[src/rtl/axi_burst_reader.sv]
// AXI4 INCR read master: splits line requests into 4 KB-safe bursts into the pixel FIFO.
// Optional AXI_RD_SPACE_GATE_EN holds AR back until the FIFO has room for the burst.
module axi_burst_reader #(
  parameter int DATA_WIDTH = 32,
  parameter int MAX_BURST  = 64
) (
  input  logic                  clk,
  input  logic                  rst,
  input  logic                  kick,
  input  logic [31:0]           read_addr,
  input  logic [31:0]           read_num,
  output logic                  busy,
  output logic                  rd_err,
  output logic [31:0]           m_axi_araddr,
  output logic [7:0]            m_axi_arlen,
  output logic [2:0]            m_axi_arsize,
  output logic [1:0]            m_axi_arburst,
  output logic                  m_axi_arvalid,
  input  logic                  m_axi_arready,
  input  logic [DATA_WIDTH-1:0] m_axi_rdata,
  input  logic [1:0]            m_axi_rresp,
  input  logic                  m_axi_rlast,
  input  logic                  m_axi_rvalid,
  output logic                  m_axi_rready,
  output logic [DATA_WIDTH-1:0] fifo_din,
  output logic                  fifo_we,
`ifdef AXI_RD_SPACE_GATE_EN
  input  logic [31:0]           fifo_space,
`endif
  input  logic                  fifo_full
);

  localparam int BYTES = DATA_WIDTH / 8;
  localparam int SZ    = $clog2(BYTES);
  localparam logic [31:0] ALIGN = ~32'(BYTES - 1);
  localparam logic [31:0] MAXB  = 32'(MAX_BURST);

  typedef enum logic [1:0] {
    IDLE,
    CALC,
    AR,
    RD
  } state_t;

  state_t      state;
  logic [31:0] addr;
  logic [31:0] remaining;
  logic [31:0] beats;
  logic [31:0] cnt;
  logic [31:0] room;
  logic [31:0] cand;
  logic        rhs;
  logic        last;
  logic        space_ok;

`ifdef AXI_RD_SPACE_GATE_EN
  localparam bit GATE = 1'b1;
  // a pending fifo_we has not yet been reflected in fifo_space
  assign space_ok = fifo_space >= beats + {31'd0, fifo_we};
`else
  localparam bit GATE = 1'b0;
  assign space_ok = 1'b1;
`endif

  always_comb begin
    room = (32'd4096 - {20'd0, addr[11:0]}) >> SZ;
    cand = remaining;
    if (cand > MAXB) cand = MAXB;
    if (cand > room) cand = room;
  end

  assign m_axi_arsize  = 3'(SZ);
  assign m_axi_arburst = 2'b01;
  assign m_axi_rready  = (state == RD) && !fifo_full;
  assign rhs           = m_axi_rvalid && m_axi_rready;
  assign last          = (cnt == beats - 32'd1);

  always_ff @(posedge clk) begin
    if (rst) begin
      state         <= IDLE;
      busy          <= 1'b0;
      rd_err        <= 1'b0;
      m_axi_araddr  <= '0;
      m_axi_arlen   <= '0;
      m_axi_arvalid <= 1'b0;
      fifo_din      <= '0;
      fifo_we       <= 1'b0;
      addr          <= '0;
      remaining     <= '0;
      beats         <= '0;
      cnt           <= '0;
    end else begin
      fifo_we <= rhs;
      if (rhs) fifo_din <= m_axi_rdata;
      unique case (state)
        IDLE: begin
          if (kick) begin
            addr      <= read_addr & ALIGN;
            remaining <= read_num;
            rd_err    <= 1'b0;
            busy      <= 1'b1;
            state     <= CALC;
          end
        end
        CALC: begin
          if (remaining == 32'd0) begin
            busy  <= 1'b0;
            state <= IDLE;
          end else begin
            beats         <= cand;
            m_axi_araddr  <= addr;
            m_axi_arlen   <= 8'(cand - 32'd1);
            m_axi_arvalid <= !GATE;
            cnt           <= '0;
            state         <= AR;
          end
        end
        AR: begin
          if (m_axi_arvalid && m_axi_arready) begin
            m_axi_arvalid <= 1'b0;
            addr          <= addr + (beats << SZ);
            remaining     <= remaining - beats;
            state         <= RD;
          end else if (space_ok) begin
            m_axi_arvalid <= 1'b1;
          end
        end
        RD: begin
          if (rhs) begin
            cnt <= cnt + 32'd1;
            if (m_axi_rresp != 2'b00 || m_axi_rlast != last)
              rd_err <= 1'b1;
            // the local beat count, not rlast, closes the burst
            if (last) begin
              if (remaining == 32'd0) begin
                busy  <= 1'b0;
                state <= IDLE;
              end else begin
                state <= CALC;
              end
            end
          end
        end
        default: state <= IDLE;
      endcase
    end
  end

endmodule

[config.mk]
export PLATFORM = sky130hd
export DESIGN_NAME = axi_burst_reader
export DESIGN_NICKNAME = d
export VERILOG_FILES = /design/src/rtl/axi_burst_reader.sv
export SDC_FILE = /design/constraint.sdc
export NUM_CORES = 1
export LEC_CHECK = 0
export ABC_AREA = 1
export CAP_MARGIN = 20
export CORE_AREA = 8 8 162 164
export CTS_CLUSTER_SIZE = 16
export DETAILED_ROUTE_END_ITERATION = 10
export DIE_AREA = 0 0 170 172
export HOLD_SLACK_MARGIN = 0.05
export PLACE_DENSITY_LB_ADDON = 0.12
export SLEW_MARGIN = 0
export SYNTH_ARGS = -nofsm -noshare
export SYNTH_HDL_FRONTEND = slang
export SYNTH_SLANG_ARGS = --single-unit
[constraint.sdc]
create_clock -name clk -period 5.2 [get_ports clk]
set_input_delay 0.78 -clock clk [delete_from_list [all_inputs] [get_ports clk]]
set_output_delay 0.78 -clock clk [all_outputs]
set_load 0.05 [all_outputs]
Word-level counts from Yosys, hierarchy flattened
Index checks and enable logic that the tools add are counted.
{"block": "word_totals", "register_bits": 206, "latchBits": 0, "ram_bits": 0, "rom_bits": 0, "output_inout_bits": 82, "wordCells": 82, "memories": 0}
{"block": "classes", "addsub": 6, "multipliers": 0, "div": 0, "magnitude_cmp": 2, "eq_ne": 11, "shift": 0, "n_mux": 30, "bitwise_logic": 1, "reduce_logical": 20}
{"operator": "2-to-1 mux 32 bit", "count": 8}
{"operator": "one-hot mux 32 bit (2 select lines)", "count": 3}
{"operator": "adder 32 x 1 -> 32 bit (second input constant)", "count": 1}
{"operator": "adder 32 bit", "count": 1}
{"operator": "== test 32 bit", "count": 1}
{"operator": "> comparator 32 x 30 -> 1 bit", "count": 1}
{"operator": "> comparator 32 x 7 -> 1 bit (second input constant)", "count": 1}
{"operator": "logical NOT 32 bit", "count": 1}
{"operator": "subtractor 32 x 1 -> 32 bit (second input constant)", "count": 1}
{"operator": "subtractor 32 bit", "count": 1}
{"operator": "subtractor 13 x 12 -> 14 bit (first input constant)", "count": 1}
{"operator": "AND reduction 4 bit", "count": 3}
{"operator": "2-to-1 mux 1 bit", "count": 10}
{"operator": "2-to-1 mux 2 bit", "count": 5}
{"operator": "inequality test 2 bit (second input constant)", "count": 5}
{"operator": "nonzero test 2 bit", "count": 5}
{"operator": "one-hot mux 2 bit (4 select lines)", "count": 1}
{"operator": "subtractor 8 x 1 -> 8 bit (second input constant)", "count": 1}
{"operator": "AND reduction 3 bit", "count": 2}
{"operator": "== test 2 bit (second input constant)", "count": 2}
{"operator": "one-hot mux 1 bit (2 select lines)", "count": 2}
{"operator": "AND reduction 2 bit", "count": 2}
{"operator": "logical AND 1 bit", "count": 3}
{"operator": "one-hot mux 1 bit (3 select lines)", "count": 1}
{"operator": "8 further kinds", "count": 8}

Logic depth before layout (Yosys ltp)
{"block": "logic_depth", "depth_word": 7, "depth_mapped": 27, "ltp_nobuf": 27}

Worst setup path before layout
OpenSTA, ideal clock, no wires.
{"block": "synth_timing", "path_kind": "reg-to-reg", "startpoint": "register addr[4]", "endpoint": "register m_axi_arlen[6]", "setup_ns": 0.117, "arrival_time_ns": 2.778, "slack_ns": 2.305, "path_stages_with_launch": 25, "period_less_slack_ns": 2.895, "path_cell_list": "dfxtp_1 -> nor3_1 -> inv_1 -> nor2_1 -> inv_1 -> nor3_1 -> xor2_1 -> inv_1 -> ha_1 -> nand2_1 -> inv_1 -> nor3_1 -> nand2_1 -> nand2_1 -> nand2_1 -> nand2_1 -> buf_4 -> o21ai_0 -> nand2_1 -> ha_1 -> nand2_1 -> nor2_1 -> nand3_1 -> nand2_1 -> a21oi_1"}
{"block": "synth_between", "elab_chain_cells": 4}
{"item": "start, declared", "line_no": "46", "rtl": "logic [31:0] addr;"}
{"item": "start signal, assigned", "line_no": "98", "rtl": "addr <= read_addr & ALIGN;"}
{"item": "start signal, assigned", "line_no": "121", "rtl": "addr <= addr + (beats << SZ);"}
{"item": "subtractor 13 x 12 -> 14 bit (*)", "line_no": "66", "rtl": "room = (32'd4096 - {20'd0, addr[11:0]}) >> SZ;"}
{"item": "> comparator 32 x 30 -> 1 bit", "line_no": "69", "rtl": "if (cand > room) cand = room;"}
{"item": "2-to-1 mux 32 bit (*)", "line_no": "69"}
{"item": "subtractor 8 x 1 -> 8 bit (*)", "line_no": "112", "rtl": "m_axi_arlen <= 8'(cand - 32'd1);"}
{"item": "end signal, assigned", "line_no": "112"}
{"item": "end, declared", "line_no": "15", "rtl": "output logic [7:0] m_axi_arlen,"}
Mark *: on every way between the ends. The rest lies on a longest branch, timed or not.
A chain may end at the register's enable or synchronous reset.

Worst setup path after layout
{"block": "layout_timing", "startpoint": "register remaining[24]", "endpoint": "register m_axi_arlen[6]"}
{"block": "layout_between", "elab_chain_cells": 5, "elab_cells_between_ends": 8, "cone_classes": "add/sub: 1; order compare: 2; mux: 2; bitwise: 1; reduce/logical: 2"}
{"item": "start, declared", "line_no": "47", "rtl": "logic [31:0] remaining;"}
{"item": "start signal, assigned", "line_no": "99", "rtl": "remaining <= read_num;"}
{"item": "start signal, assigned", "line_no": "122", "rtl": "remaining <= remaining - beats;"}
{"item": "> comparator 32 x 7 -> 1 bit", "line_no": "68", "rtl": "if (cand > MAXB) cand = MAXB;"}
{"item": "2-to-1 mux 32 bit", "line_no": "68"}
{"item": "> comparator 32 x 30 -> 1 bit", "line_no": "69"}
{"item": "2-to-1 mux 32 bit", "line_no": "69"}
{"item": "subtractor 8 x 1 -> 8 bit", "line_no": "112"}
Several ways; a longest one is shown, not always the timed one.

==> impl_results.md <==
- Hold path endpoint: fifo_din[3]
- Routed wire per std cell: 17.7 um
- Worst setup path class: flip-flop to flip-flop
- Max rail drop VDD: 0.452 mV
- DR vias: 15268
- Worst slack at placement: 1.46 ns
- Number of cells on the critical path: 21
- Worst Path Buf+Inv: 1
- Row count: 57
- Main area contributors after synthesis: dfxtp_1, nand2_1, nor2_1, a21oi_1, ha_1
- Port bufs: 177
- Post-synth cell types: 52
- Worst EP arrival: 4.29 ns
- Post-synth ARST share: 0%
- Fin nets: 2504
- Critical path's top delay family: simple AND/OR/NAND/NOR gates
- Clock sink count: 202
- Main synth FF type: dfxtp_1
- Final setup viols: 0
- Post-synthesis area per instance: 6.40 sq um
- Gate Count Post-Synth: 2187
- Fill count: 2170
- Clock Skew: 0.0191 ns
- Pre-antenna DRT Iters: 6
- Post-CTS sizing: 0
- RSZ-0062 raised after global routing: false
- Die Span Y: 172 um
- CP Capture Type: flip-flop
- Number of remaining DRC errors: 0
- Layout cell share with drive strength beyond 1: 3.72%
- Hold Crit Depth: 2
- Crit path max fanout: 14
- Largest net degree at the start of global routing: 76
- Non-Filler Instances: 2663
- Initial DRC count: 1553
- Final wirelength: 47.2 mm
- Setup slack, reg-to-reg: 1.33 ns
- Worst setup margin: 1.33 ns
- Post-CTS Setup Repair Bufs: 0
- Rel. slew slack: 26.4%
- Least-Margin Pin Slew: 1.10 ns
- Static leakage: 7.14 nW
- Required @ worst endpoint: 5.62 ns
- # IOs: 187
- Synth top area share: 28.9%
- Routability cong.: 0.999
- R2R depth: 21
- CP Launch Type: flip-flop
- Setup TNS: 0 ns
- Antenna violations before repair: 0
- Gr ovfl total: 0
- FF-to-FF End: m_axi_arlen[6]
- Placed cell count: 2619
- Sequential share of the synthesized area: 28.9%
- Die Area: 0.0292 sq mm
- Worst Hold Class: flip-flop to flip-flop
- Worst path slowest cell: o21ai_0
- CTS clk-pin slew, worst paths: 0.06 ns
- Total CTS buffers: 24
- Post-synth EDFFs: 0
- Max-slew violations: 0
- Syn Std Cell Area: 0.0140 sq mm
- Initial Utilization: 58.8%
- Root Buffer: clkbuf_16
- TritonCTS clock tree: built
- CTS H-tree lvls: 1
- Most frequent CP cell: nand2_1
- Worst path max stage delay: 0.51 ns
- Critical Path, Cell by Cell: nor2_1 > nand2_1 > nor4_1 > nand2_1 > nor3_1 > inv_1 > ha_1 > nand2_1 > nor2_1 > nand2_1 > nand2_1 > nand2_1 > nand2_1 > nand2_1 > o21ai_0 > ha_1 > nand2_1 > nor2_1 > nand3_1 > nand2_1 > a21oi_1
- Drt via density: 5.73
- Max-capacitance violation count: 0
- Seq cells post-synth: 202
- Die X: 170 um
- Clock Tree Buf Depth: 3
- Total track usage: 31.6%
- Number of global-route vias before repair: 14206
- Fin area: 0.0167 sq mm
- Share of the clock period used by the worst path: 74.5%
- Power Density: 603 mW/mm^2
- ANT cells: 0
- Hold Startpoint: fifo_din[3]
- Synth Warn #: 0
- Global-route wire length before repair: 74.7 mm
- Layout area overhead: 19.5%
- Routed Antenna Nets: 0
- Reg2reg start: remaining[24]
- Dpl cell area: 0.0159 sq mm
- Status: complete, no violations
- Hold Fails Final Rpt: 0
- Worst skew pair latency: 0.53 ns
- HPWL Detailed: 36.0 mm
- Core Box Area: 0.0238 sq mm
- Synth area leader: dfxtp_1
- CTS Hold Bufs: 0
- FMAX: 258 MHz
- Crit path time final: 3.87 ns
## report_power, final
| group | internal [mW] | switching (mW) | leakage [nW] |
|---|---|---|---|
| logic | 2.01 | 4.15 | 5.09 |
| registers | 1.86 | 0.299 | 1.64 |
| clock network | 1.10 | 0.690 | 0.413 |
| total | 4.96 | 5.14 | 7.14 |
## how the worst max path moves through the flow
stage,start,endpoint
final,remaining[24],m_axi_arlen[6]
after detailed placement,remaining[26],m_axi_arlen[6]
after global routing,remaining[28],m_axi_arlen[6]
after CTS,remaining[26],m_axi_arlen[6]
after global placement,remaining[26],m_axi_arlen[6]
after floorplan,addr[4],m_axi_arlen[6]
## worst register-to-register path: stages (launching register included)
cell	delay (ns)
dfxtp_1	0.33
nor2_1	0.25
nand2_1	0.08
nor4_1	0.26
nand2_1	0.12
nor3_1	0.41
inv_1	0.09
ha_1	0.30
nand2_1	0.06
nor2_1	0.14
nand2_1	0.07
nand2_1	0.07
nand2_1	0.05
nand2_1	0.05
nand2_1	0.24
o21ai_0	0.51
ha_1	0.25
nand2_1	0.09
nor2_1	0.18
nand3_1	0.10
nand2_1	0.07
a21oi_1	0.04
## cell type report
type / instances / area, sq um / share of cell area [%]
Sequential cell: 202 / 4040 / 24.2
Inverter: 227 / 852 / 5.09
Tap cell: 324 / 405 / 2.42
Clock buffer: 32 / 662 / 3.95
Timing Repair Buffer: 186 / 1840 / 11.0
Multi-Input combinational cell: 1680 / 8770 / 52.4
Clock inverter: 12 / 174 / 1.04
## flip-flops by register name, indices dropped and copies added, names as in the netlist
register and cells:
remaining 32, fifo_we 1, cnt 32, state 2, beats 32, busy 1, fifo_din 32, rd_err 1
m_axi_araddr 30, addr 30, m_axi_arvalid 1, m_axi_arlen 8
## kinds of logic (layout without fill, tap and decap cells)
group	Yosys count	after routing	share of synthesized area [%]
flip-flops	202	202	28.9
buffers and inverters	314	457	8.85
adder cells (fa/ha/maj)	78	78	7.08
other	2	11	0.0536
AND/OR/NAND/NOR	1060	1060	31.9
XOR/XNOR	91	91	5.69
AO/OA/AOI/OAI	440	440	17.5
## cells in the mapped netlist (2+ instances only)
cell,instances
nand4_1,49
a21boi_0,2
buf_2,19
nor4_1,16
ha_1,76
nor3_1,39
inv_2,6
nor2_1,321
buf_4,8
conb_1,2
a31oi_1,9
nand3b_1,6
o21a_1,6
a211oi_1,7
nand2_1,493
xor2_1,65
inv_1,221
o21ai_0,123
a21oi_1,214
buf_1,6
nand3_1,105
o21ai_1,10
fa_1,2
nor2_4,4
o32ai_1,3
nor3b_1,2
xnor2_1,26
a31o_2,2
o22ai_1,5
o211ai_1,17
nand2_2,7
or2_2,4
clkbuf_1,53
nor2_2,7
dfxtp_1,202
o21bai_1,15
a221oi_1,13
a21o_1,8
## through the flow
stage / util (%) / total power, mW / hold WS [ns]
global route: 70.3 / 10.9 / 0.483
CTS: 70.3 / 9.98 / 0.466
floorplan: - / 6.63 / 0.458
detailed placement: 66.8 / 8.18 / 0.456
finish: 70.3 / 10.1 / 0.465
global placement: 66.8 / 8.06 / 0.449
## layer usage
layer  up-vias  GRT usage, %  wire (um)
met5         -             0          0
met4         0          10.8       1410
met3        95          6.71       4500
met2       715          50.8      21000
met1      6967          41.5      20300
li1       7491             -          -
## cells in the final DEF (no fill, tap or decap), types with 3 or more instances in the layout
cell type / instances
nand2_1: 493
nor2_1: 320
inv_1: 221
a21oi_1: 214
dfxtp_1: 202
clkdlybuf4s50_1: 176
o21ai_0: 123
nand3_1: 105
ha_1: 76
xor2_1: 65
nand4_1: 49
nor3_1: 39
xnor2_1: 26
clkbuf_16: 25
o211ai_1: 17
nor4_1: 16
o21bai_1: 15
a221oi_1: 13
conb_1: 11
o21ai_1: 10
buf_4: 10
a31oi_1: 9
a21o_1: 8
nand2_2: 7
a211oi_1: 7
inv_2: 6
nor2_4: 6
nor2_2: 6
nand3b_1: 6
o21a_1: 6
clkbuf_1: 6
o22ai_1: 5
clkinv_2: 5
or2_2: 4
bufinv_16: 4
o32ai_1: 3
Power figures use the tool's default switching activity.
